**src/rtl/decoder_arbiter_pkg.sv**
```systemverilog
// decoder_arbiter_pkg
//   Shared definitions for the decoder arbiter and anything else that has to
//   agree with it on frame geometry: FSM state encoding and the chunk/word
//   counts derived from the codeword length.
package decoder_arbiter_pkg;

  typedef enum logic [2:0] {
    IDLE     = 3'd0,
    LOAD     = 3'd1,
    WAIT_RDY = 3'd2,
    READ     = 3'd3,
    DONE     = 3'd4
  } state_t;

  // Input chunks needed to carry n_v LLRs, n_llrs per chunk.
  function automatic int n_in_chunks(input int n_v, input int n_llrs);
    return (n_v - 1) / n_llrs + 1;
  endfunction

  // Hard-decision words needed to carry n_v bits, width_out per word.
  function automatic int n_out_words(input int n_v, input int width_out);
    return (n_v - 1) / width_out + 1;
  endfunction

  // ceil(log2(n)) but never below 1, so a counter or index always has a bit.
  function automatic int clog2_min1(input int n);
    return (n <= 2) ? 1 : $clog2(n);
  endfunction

endpackage

```
**src/rtl/decoder_arbiter_rr_arbiter.sv**
```systemverilog
// rr_arbiter
//   Combinational round-robin pick: the first set request at or after rr_ptr,
//   searching cyclically. The pointer itself lives in the parent.
// Ports:
//   req    : request vector
//   rr_ptr : highest-priority index for this pick
//   gnt    : one-hot winner (zero when no request)
//   idx    : index of the winner
//   any    : at least one request pending
module rr_arbiter #(
  parameter int N_REQ = 4,
  parameter int ID_W  = 2
) (
  input  logic [N_REQ-1:0] req,
  input  logic [ID_W-1:0]  rr_ptr,
  output logic [N_REQ-1:0] gnt,
  output logic [ID_W-1:0]  idx,
  output logic             any
);

  always_comb begin
    int  j;
    logic found;
    gnt   = '0;
    idx   = '0;
    found = 1'b0;
    j     = 0;
    for (int k = 0; k < N_REQ; k++) begin
      j = int'(rr_ptr) + k;
      if (j >= N_REQ) j = j - N_REQ;
      if (!found && req[j]) begin
        gnt[j] = 1'b1;
        idx    = ID_W'(j);
        found  = 1'b1;
      end
    end
    any = |req;
  end

endmodule

```
**src/rtl/decoder_arbiter.sv**
```systemverilog
// decoder_arbiter
//   Shares one min-sum decoder core between N_REQ frame sources. A requester
//   is granted round-robin, its LLR chunks are streamed into the core, the
//   readout is triggered and the hard-decision words are returned tagged with
//   the requester id.
// Ports:
//   clk, rst            : clock, asynchronous active-low reset
//   req / grant         : per-requester request level / one-hot owner
//   src_data/src_valid  : per-requester chunk slices and valids
//   dec_*               : decoder core load and readout handshake
//   res_data/res_valid  : registered result word / one-hot word valid
//   res_last/res_id     : final word of frame / owning requester index
//   err_timeout         : one-cycle pulse when a frame is abandoned
module decoder_arbiter
  import decoder_arbiter_pkg::*;
#(
  parameter  int N_REQ     = 4,
  parameter  int WIDTH_IN  = 8,
  parameter  int N_LLRS    = 4,
  parameter  int WIDTH_OUT = 8,
  parameter  int N_V       = 31,
  parameter  int TIMEOUT   = 1023,
  localparam int ID_W      = clog2_min1(N_REQ),
  localparam int CH_W      = N_LLRS * WIDTH_IN
) (
  input  logic                   clk,
  input  logic                   rst,
  input  logic [N_REQ-1:0]       req,
  output logic [N_REQ-1:0]       grant,
  input  logic [N_REQ*CH_W-1:0]  src_data,
  input  logic [N_REQ-1:0]       src_valid,
  output logic [CH_W-1:0]        dec_databus_in,
  output logic                   dec_first_data,
  output logic                   dec_data_valid,
  input  logic                   dec_busy,
  input  logic                   dec_out_ready,
  output logic                   dec_first_data_out,
  input  logic [WIDTH_OUT-1:0]   dec_databus_out,
  input  logic                   dec_data_valid_out,
  output logic [WIDTH_OUT-1:0]   res_data,
  output logic [N_REQ-1:0]       res_valid,
  output logic                   res_last,
  output logic [ID_W-1:0]        res_id,
  output logic                   err_timeout
);

  localparam int N_IN_CHUNKS = n_in_chunks(N_V, N_LLRS);
  localparam int N_OUT_WORDS = n_out_words(N_V, WIDTH_OUT);
  localparam int IN_W        = clog2_min1(N_IN_CHUNKS);
  localparam int OUT_W       = clog2_min1(N_OUT_WORDS);
  localparam int TMR_W       = clog2_min1(TIMEOUT + 1);

  localparam logic [IN_W-1:0]  LAST_IN  = IN_W'(N_IN_CHUNKS - 1);
  localparam logic [OUT_W-1:0] LAST_OUT = OUT_W'(N_OUT_WORDS - 1);
  // The timer starts at 0 on WAIT_RDY entry, so TIMEOUT cycles end at TIMEOUT-1.
  localparam logic [TMR_W-1:0] LAST_TMR = TMR_W'(TIMEOUT - 1);
  localparam logic [ID_W-1:0]  LAST_ID  = ID_W'(N_REQ - 1);

  state_t           state;
  logic [ID_W-1:0]  rr_ptr;
  logic [IN_W-1:0]  in_cnt;
  logic [OUT_W-1:0] out_cnt;
  logic [TMR_W-1:0] timer;

  logic [N_REQ-1:0] arb_gnt;
  logic [ID_W-1:0]  arb_idx;
  logic             arb_any;

  rr_arbiter #(
    .N_REQ (N_REQ),
    .ID_W  (ID_W)
  ) u_rr_arbiter (
    .req    (req),
    .rr_ptr (rr_ptr),
    .gnt    (arb_gnt),
    .idx    (arb_idx),
    .any    (arb_any)
  );

  // Owner's chunk goes straight to the core while loading; zero otherwise.
  always_comb begin
    dec_databus_in = '0;
    dec_data_valid = 1'b0;
    if (state == LOAD) begin
      for (int i = 0; i < N_REQ; i++) begin
        if (ID_W'(i) == res_id) begin
          dec_databus_in = src_data[i*CH_W +: CH_W];
          dec_data_valid = src_valid[i];
        end
      end
    end
    dec_first_data = dec_data_valid && (in_cnt == '0);
  end

  always_ff @(posedge clk or negedge rst) begin
    if (!rst) begin
      state              <= IDLE;
      grant              <= '0;
      res_id             <= '0;
      rr_ptr             <= '0;
      in_cnt             <= '0;
      out_cnt            <= '0;
      timer              <= '0;
      res_data           <= '0;
      res_valid          <= '0;
      res_last           <= 1'b0;
      err_timeout        <= 1'b0;
      dec_first_data_out <= 1'b0;
    end else begin
      res_valid          <= '0;
      res_last           <= 1'b0;
      err_timeout        <= 1'b0;
      dec_first_data_out <= 1'b0;
      case (state)
        IDLE: begin
          // A busy core is still flushing the previous frame.
          if (arb_any && !dec_busy) begin
            grant  <= arb_gnt;
            res_id <= arb_idx;
            in_cnt <= '0;
            state  <= LOAD;
          end
        end
        LOAD: begin
          if (dec_data_valid) begin
            if (in_cnt == LAST_IN) begin
              in_cnt <= '0;
              timer  <= '0;
              state  <= WAIT_RDY;
            end else begin
              in_cnt <= in_cnt + 1'b1;
            end
          end
        end
        WAIT_RDY: begin
          if (dec_out_ready) begin
            dec_first_data_out <= 1'b1;
            timer              <= '0;
            out_cnt            <= '0;
            state              <= READ;
          end else if (timer == LAST_TMR) begin
            err_timeout <= 1'b1;
            timer       <= '0;
            state       <= DONE;
          end else begin
            timer <= timer + 1'b1;
          end
        end
        READ: begin
          if (dec_data_valid_out) begin
            res_data  <= dec_databus_out;
            res_valid <= grant;
            if (out_cnt == LAST_OUT) begin
              res_last <= 1'b1;
              out_cnt  <= '0;
              state    <= DONE;
            end else begin
              out_cnt <= out_cnt + 1'b1;
            end
          end
        end
        DONE: begin
          grant  <= '0;
          rr_ptr <= (res_id == LAST_ID) ? '0 : res_id + 1'b1;
          state  <= IDLE;
        end
        default: state <= IDLE;
      endcase
    end
  end

endmodule

```
**config.mk**
```make
export PLATFORM = sky130hd
export DESIGN_NAME = decoder_arbiter
export DESIGN_NICKNAME = d
export VERILOG_FILES = /design/src/rtl/decoder_arbiter_pkg.sv /design/src/rtl/decoder_arbiter_rr_arbiter.sv /design/src/rtl/decoder_arbiter.sv
export SDC_FILE = /design/constraint.sdc
export NUM_CORES = 1
export LEC_CHECK = 0
export CORE_ASPECT_RATIO = 0.6
export CORE_MARGIN = 2
export CORE_UTILIZATION = 35
export DETAILED_ROUTE_END_ITERATION = 7
export HOLD_SLACK_MARGIN = 0.03
export PLACE_DENSITY = 0.82
export SYNTH_ARGS = -nofsm -noshare
export SYNTH_HDL_FRONTEND = slang
export SYNTH_SLANG_ARGS = --single-unit
```
**constraint.sdc**
```tcl
create_clock -name clk -period 2.3 [get_ports clk]
set_input_delay 0.345 -clock clk [delete_from_list [all_inputs] [get_ports clk]]
set_output_delay 0.345 -clock clk [all_outputs]
set_load 0.02 [all_outputs]
```
==> results of run 1 <==
timing repair:
| item | CTS | global route |
|---|---|---|
| resized for setup | 192 | 92 |
| cloned | 1 | 0 |
| setup buffers | 2 | 12 |
| endpoints found under the setup margin | 34 | 37 |
| pin swaps | 8 | 19 |
power by group through the flow:
stage	clock network [W]	registers [W]	logic, W
4_1_cts	0.000805	0.00112	0.00593
6_report	0.000804	0.00113	0.00693
3_5_place_dp	0	0.00112	0.00574
5_1_grt	0.000843	0.00116	0.00741
3_3_place_gp	0	0.00111	0.00558
2_1_floorplan	0	0.00128	0.00324
cells by family (layout without fill, tap and decap cells):
family,after synthesis,count (layout),share of synthesized area [%]
fa+ha+maj,14,14,5.02
compound gates,128,128,23.2
simple gates,208,208,30.9
buf+inv,45,279,5.52
mux,13,13,5.42
flops,41,41,29.4
xor+xnor,2,2,0.502
per-stage QoR:
| step | area [µm²] | util (%) | power [W] | TNS [ns] | std cells |
|---|---|---|---|---|---|
| after floorplan | 3540 | - | 0.00453 | 0 | 451 |
| after global placement | 5960 | 60.9 | 0.00669 | -5.29 | 797 |
| after detailed placement | 5960 | 60.9 | 0.00686 | -7.15 | 797 |
| after CTS | 6220 | 63.6 | 0.00786 | -0.257 | 808 |
| after global routing | 6670 | 68.2 | 0.00941 | -2.86 | 820 |
| final | 6670 | 68.2 | 0.00887 | -0.463 | 820 |
worst max-delay path by stage:
stage	cells past startpoint	end	slack, ns	start
6_report	9	dec_databus_in[12]	-0.10	res_id[0]
5_1_grt	9	dec_databus_in[12]	-0.16	res_id[0]
4_1_cts	8	dec_databus_in[5]	-0.06	res_id[0]
3_5_place_dp	9	dec_first_data	-0.29	res_id[0]
3_3_place_gp	9	dec_first_data	-0.25	res_id[0]
2_1_floorplan	8	dec_first_data	0.01	res_id[1]
registers in the layout (all words and copies together) (netlist names), 3 cells and up:
name,flops
timer,10
res_data,8
grant,4
res_valid,4
in_cnt,3
state,3
area by class of cell:
class / instances / share of cell area [%]
Multi-Input combinational cell: 365 / 41.1
Timing Repair Buffer: 260 / 37.8
Sequential cell: 41 / 15.4
Tap cell: 135 / 2.53
Clock buffer: 5 / 1.88
Clock inverter: 3 / 0.694
Inverter: 11 / 0.657
metal layers:
layer	track usage [%]	up-vias
li1	-	2098
met2	40.0	186
met3	3.43	48
met5	0	-
met1	31.2	2165
met4	7.42	0
cell usage in the layout (no fill, tap or decap), types with 5 or more instances in the layout:
cell | synthesis | layout
buf_2 | 4 | 11
ha_1 | 14 | 10
a31oi_1 | 6 | 6
o21ai_1 | 14 | 25
and2_1 | 6 | 6
nor2_1 | 31 | 10
inv_1 | 10 | 8
clkdlybuf4s50_1 | 0 | 168
nand3_1 | 5 | 5
buf_6 | 2 | 22
mux2i_1 | 5 | 5
dfrtp_1 | 41 | 40
nand3b_1 | 13 | 13
nand2_1 | 67 | 64
a21oi_2 | 0 | 16
nor2b_2 | 2 | 7
nor3_1 | 23 | 14
clkbuf_16 | 0 | 5
a21oi_1 | 49 | 33
nor3_2 | 1 | 10
a221oi_4 | 0 | 7
nor2_2 | 0 | 21
buf_4 | 1 | 51
a221oi_2 | 0 | 12
a22o_1 | 5 | 5
buf_12 | 0 | 6
nor2b_1 | 36 | 29
==> summary.md, run 1 <==
| Metric | Value |
|---|---|
| Status | `complete, but fails checks` |
| Failing checks | `setup timing` |
| GRT Residual Overflow | `0` |
| NetSw | `0.00412 W` |
| Synth Cell Area | `3490 µm²` |
| Largest net degree at the start of global routing | `42` |
| # fillers | `716` |
| Final Hold Fails | `0` |
| Async S/R FF share, synth | `100%` |
| Total track usage | `23.5%` |
| Post-synthesis sequential area ratio | `29.4%` |
| Post-synth EDFFs | `0` |
| Clk sinks | `41` |
| Reg2reg path depth | `10` |
| Vias in the first global route | `4109` |
| Share of cells above drive strength 1 | `28.8%` |
| Worst VDD drop | `0.000760 V` |
| Met3 routed WL | `745 µm` |
| RSZ-0062 raised after global routing | `yes` |
| DPL Wire Length | `10400 µm` |
| Slew Limit Fails | `0` |
| Post-route DRC | `0` |
| First-pass GRT wire length | `20700 µm` |
| H-tree depth | `2` |
| Total core area | `9770 µm²` |
| Multi-input gate area | `2740 µm²` |
| Die width | `133 µm` |
| Starting density of the core | `35.7%` |
| Final ANT Viol Nets | `0` |
| Max Cap Violations | `0` |
| Clk pin slew, worst setup/hold paths | `0.06 ns` |
| Initial DRT Pass Iterations | `5` |
| Nets | `847` |
| Flop2flop setup slack | `0.06 ns` |
| Area growth syn-to-layout | `91.1%` |
| Minimum clock period | `2.40 ns` |
| Logic gate share of total power | `78.1%` |
| DR top layer | `met4` |
| Later-pin clock latency in the skew report | `0.28 ns` |
| CP max FO | `7` |
| P per Cell Area | `1330 nW/µm²` |
| Post-synth top area cell | `dfrtp_1` |
| P_int | `0.00475 W` |
| Relative slew slack | `37.6%` |
| Post-synth top area share | `29.4%` |
| Top-Level Pins | `204` |
| Wl on met1 | `6170 µm` |
| Smallest hold slack | `0.202 ns` |
| Initial antenna violation count | `0` |
| Most frequent cell after synthesis | `nand2_1` |
| Startpoint types | `flop` |
| Vias per inst | `5.48` |
| FMAX | `416 MHz` |
| Syn. warnings | `0` |
| IO Port Bufs | `203` |
| Leakage dissipation | `2.68 nW` |
| Worst-margin pin slew | `0.936 ns` |
| CTS tree | `built` |
| Worst Hold Class | `in -> async` |
| Rows | `28` |
| Clk pwr share | `9.1%` |
| WP buf/inv | `3` |
| Number of synthesized register bits | `41` |
| CTS Buffer Depth | `2` |
| Worst endpoint required time | `1.96 ns` |
| WP data arrival | `2.06 ns` |
| Final setup margin | `-0.103 ns` |
| Slowest-stage cell, CP | `dfrtp_2` |
| Top Family by Delay on Critical Path | `compound AO/OA/AOI/OAI gates` |
| RR Startpoint | `res_id[0]` |
| Final setup fails | `13` |
| Sw Share | `46.4%` |
| CTS buffer count | `5` |
| FF-to-FF End | `state[0]` |
| Chip height | `81.3 µm` |
| Worst Skew | `0.00616 ns` |
| GP Congestion | `0.888` |
| Syn Area/Cell | `7.73 µm²` |
| DP Worst Slack | `-0.292 ns` |
| Post-Synthesis Cells | `451` |
| Via count | `4497` |
| Synthesized Nets | `614` |
| Root buf cell | `clkbuf_16` |
| Largest stage delay, worst path | `0.44 ns` |
| # hold bufs at CTS | `0` |
| Count of different cell masters after synthesis | `57` |
| Drt initial violations | `313` |
| Final cycle utilization of the critical path | `104%` |
| Met2 wire length | `7740 µm` |
| Area contributors post-synth | `dfrtp_1 29%, nand2_1 7.2%, a21oi_1 7.0%, nor2b_1 6.5%, a221oi_1 5.0%` |
| DR WL/cell | `18.4 µm` |
| Seq pwr share | `12.8%` |
| Post-synth top cells | `67 x nand2_1, 49 x a21oi_1, 41 x dfrtp_1` |
| WL final | `15100 µm` |
| Crit path kind | `reg -> out` |
| Die ar. | `10800 µm²` |
| CP Capture Type | `output pin` |
| Critical-path cell list | `inv_4, ha_4, nor2b_4, buf_6, a221oi_2, nor3_2, a21oi_2, nor2_2, buf_4` |
| Storage cell area | `1030 µm²` |
| Inserted Diodes | `0` |
| Ys flop type | `dfrtp_1` |
(Power assumes the default switching activity.)
==> inputs of run 2 (changes only) <==
==> constraint.sdc (replaced) <==
create_clock -name clk -period 2.3 [get_ports clk]
set_input_delay 0.46 -clock clk [delete_from_list [all_inputs] [get_ports clk]]
set_output_delay 0.46 -clock clk [all_outputs]
set_load 0.02 [all_outputs]
==> run 2 against run 1 <==
The flow still finishes with violations (setup timing). Maximum frequency down 6.1%. Power down 1.9%. Clock power up 1%. Design area down 0.83%. Sequential power about the same. Critical path type unchanged. Largest cell class unchanged.
==> summary.md, run 2 (synthesis results as in run 1) <==
| Metric | Value |
|---|---|
| Status | `complete, but fails checks (unchanged)` |
| Failing checks | `setup timing (unchanged)` |
| DP Worst Slack | `-0.403 ns (was -0.292 ns)` |
| Largest net degree at the start of global routing | `42 (unchanged)` |
| IO Port Bufs | `203 (unchanged)` |
| Leading registers by flop count | `timer x10, res_data x8 (unchanged)` |
| Die width | `133 µm (unchanged)` |
| Inserted Diodes | `0 (unchanged)` |
| Crit path kind | `reg -> out (unchanged)` |
| Worst Hold Class | `in -> async (unchanged)` |
| Largest register FFs | `10 (unchanged)` |
| WP data arrival | `2.10 ns (was 2.06 ns)` |
| Total core area | `9770 µm² (unchanged)` |
| Clk pin slew, worst setup/hold paths | `0.06 ns (about the same)` |
| DPL Wire Length | `10300 µm (was 10400 µm)` |
| Share of cells above drive strength 1 | `27.7% (was 28.8%)` |
| Post-route DRC | `0 (unchanged)` |
| Storage cell area | `1030 µm² (unchanged)` |
| Final setup fails | `34 (was 13)` |
| Worst endpoint required time | `1.84 ns (was 1.96 ns)` |
| Max Cap Violations | `0 (unchanged)` |
| GP Congestion | `0.899 (was 0.888)` |
| Final cycle utilization of the critical path | `111% (was 104%)` |
| CTS buffer count | `5 (unchanged)` |
| Drt initial violations | `200 (was 313)` |
| Die ar. | `10800 µm² (unchanged)` |
| H-tree depth | `2 (unchanged)` |
| Slew Limit Fails | `0 (unchanged)` |
| CTS tree | `built (unchanged)` |
| Most flop-heavy register | `timer (unchanged)` |
| Worst VDD drop | `0.000703 V (was 0.000760 V)` |
| Most common cell after layout, fill and taps aside | `clkdlybuf4s50_1 (unchanged)` |
| Minimum clock period | `2.56 ns (was 2.40 ns)` |
| Vias per inst | `5.30 (was 5.48)` |
| Initial antenna violation count | `0 (unchanged)` |
| Vias in the first global route | `3991 (was 4109)` |
| Final setup margin | `-0.258 ns (was -0.103 ns)` |
| RSZ-0062 raised after global routing | `yes (unchanged)` |
| CP Launch Point | `res_id[0] (unchanged)` |
| FMAX | `391 MHz (was 416 MHz)` |
| Relative slew slack | `38.0% (was 37.6%)` |
| Startpoint types | `flop (unchanged)` |
| CTS Buffer Depth | `2 (unchanged)` |
| Nets | `838 (was 847)` |
| Starting density of the core | `35.7% (unchanged)` |
| Via count | `4296 (was 4497)` |
| Root buf cell | `clkbuf_16 (unchanged)` |
| WL final | `14000 µm (was 15100 µm)` |
| Most frequent cells in the layout | `168 x clkdlybuf4s50_1, 66 x nand2_1, 41 x buf_4 (was 168 x clkdlybuf4s50_1, 64 x nand2_1, 51 x buf_4)` |
| Initial DRT Pass Iterations | `5 (unchanged)` |
| Rows | `28 (unchanged)` |
| Later-pin clock latency in the skew report | `0.28 ns (about the same)` |
| # fillers | `718 (was 716)` |
| P per Cell Area | `1320 nW/µm² (was 1330 nW/µm²)` |
| Leakage dissipation | `2.63 nW (was 2.68 nW)` |
| Worst Skew | `0.00517 ns (was 0.00616 ns)` |
| First-pass GRT wire length | `20700 µm (about the same)` |
| Chip height | `81.3 µm (unchanged)` |
| Top-Level Pins | `204 (unchanged)` |
| Setup tns final | `-3.11 ns (was -0.463 ns)` |
| Worst-margin pin slew | `0.931 ns (was 0.936 ns)` |
| Multi-input gate area | `2760 µm² (was 2740 µm²)` |
| Final ANT Viol Nets | `0 (unchanged)` |
| CP Capture Type | `output pin (unchanged)` |
| RR Startpoint | `res_id[0] (unchanged)` |
| DR WL/cell | `17.3 µm (was 18.4 µm)` |
| # hold bufs at CTS | `0 (unchanged)` |
| CP max FO | `12 (was 7)` |
| Final Hold Fails | `0 (unchanged)` |
| Area growth syn-to-layout | `89.6% (was 91.1%)` |
| GRT Residual Overflow | `0 (unchanged)` |
| Clk sinks | `41 (unchanged)` |
| Total track usage | `23.6% (was 23.5%)` |
run 2: cell types whose count changed in the layout (fill, tap and decap cells not counted), sizes merged:
| cell | previous run | this run |
|---|---|---|
| clkinvlp | 1 | 0 |
| clkinv | 1 | 0 |
| buf | 92 | 83 |
| clkbuf | 5 | 7 |
run 2: stage by stage:
step / area, µm² / util (%) / std cells / power, W / hold WS, ns
after CTS: 6370 / 65.2 / 809 / 0.00815 / 0.346
after global routing: 6610 / 67.7 / 811 / 0.00930 / 0.402
after floorplan: 3580 / - / 451 / 0.00460 / 0.164
final: 6610 / 67.7 / 811 / 0.00870 / 0.321
after global placement: 5990 / 61.3 / 799 / 0.00673 / 0.459
after detailed placement: 5990 / 61.3 / 799 / 0.00692 / 0.464
run 2: final timing paths:
check                                endpoint  depth (start not counted)  slack [ns]
setup / recovery           dec_databus_in[11]                          8       -0.26
hold / removal                    res_data[3]                          1        0.32
setup reg to reg                    in_cnt[0]                         11        0.09
hold reg to reg                   res_data[7]                          2        0.48
max in group asynchronous           res_id[0]                          1        1.34
min in group clk                  res_data[7]                          2        0.48
run 2: layer usage:
metal / up-vias / track usage, % / wire length (µm) / part of all wire [%]
met1: 2045 / 31.2 / 5950 / 42
met3: 23 / 4.00 / 678 / 4.8
met4: 0 / 6.02 / 213 / 1.5
met2: 149 / 40.6 / 7170 / 51
li1: 2079 / - / - / -
met5: - / 0 / 0 / 0
run 2: worst max-delay path, stage by stage (launching register included):
cell and delay, ns:
dfrtp_2 0.46, ha_4 0.22, buf_8 0.15, buf_4 0.17
a221oi_2 0.31, nor3_1 0.10, a21oi_1 0.19, nor2_2 0.06
buf_2 0.16
run 2: final cells by class:
type | count | share of cell area, %
multi-input cells | 365 | 41.7
well taps | 135 | 2.55
inverters | 11 | 0.662
flip-flops and latches | 41 | 15.5
clock buffers | 7 | 2.16
repair buffers | 251 | 36.9
clock inverters | 1 | 0.454
run 2: what timing repair did:
item	in CTS	in global routing
setup buffers	1	2
endpoints found under the setup margin	34	34
pin swaps	30	13
cloned	1	0
gates resized for setup	223	50
run 2: power breakdown:
group | internal, W | switching, W | leakage [nW]
combinational | 0.00320 | 0.00357 | 2.02
sequential | 0.000960 | 0.000161 | 0.531
clock | 0.000542 | 0.000271 | 0.0841
total | 0.00470 | 0.00400 | 2.63
==> inputs of run 3 (changes only) <==
CAP_MARGIN = 5   (was default)
==> results of run 3 <==
Same layout as run 2: the final DEF is identical, and so are final timing and power.
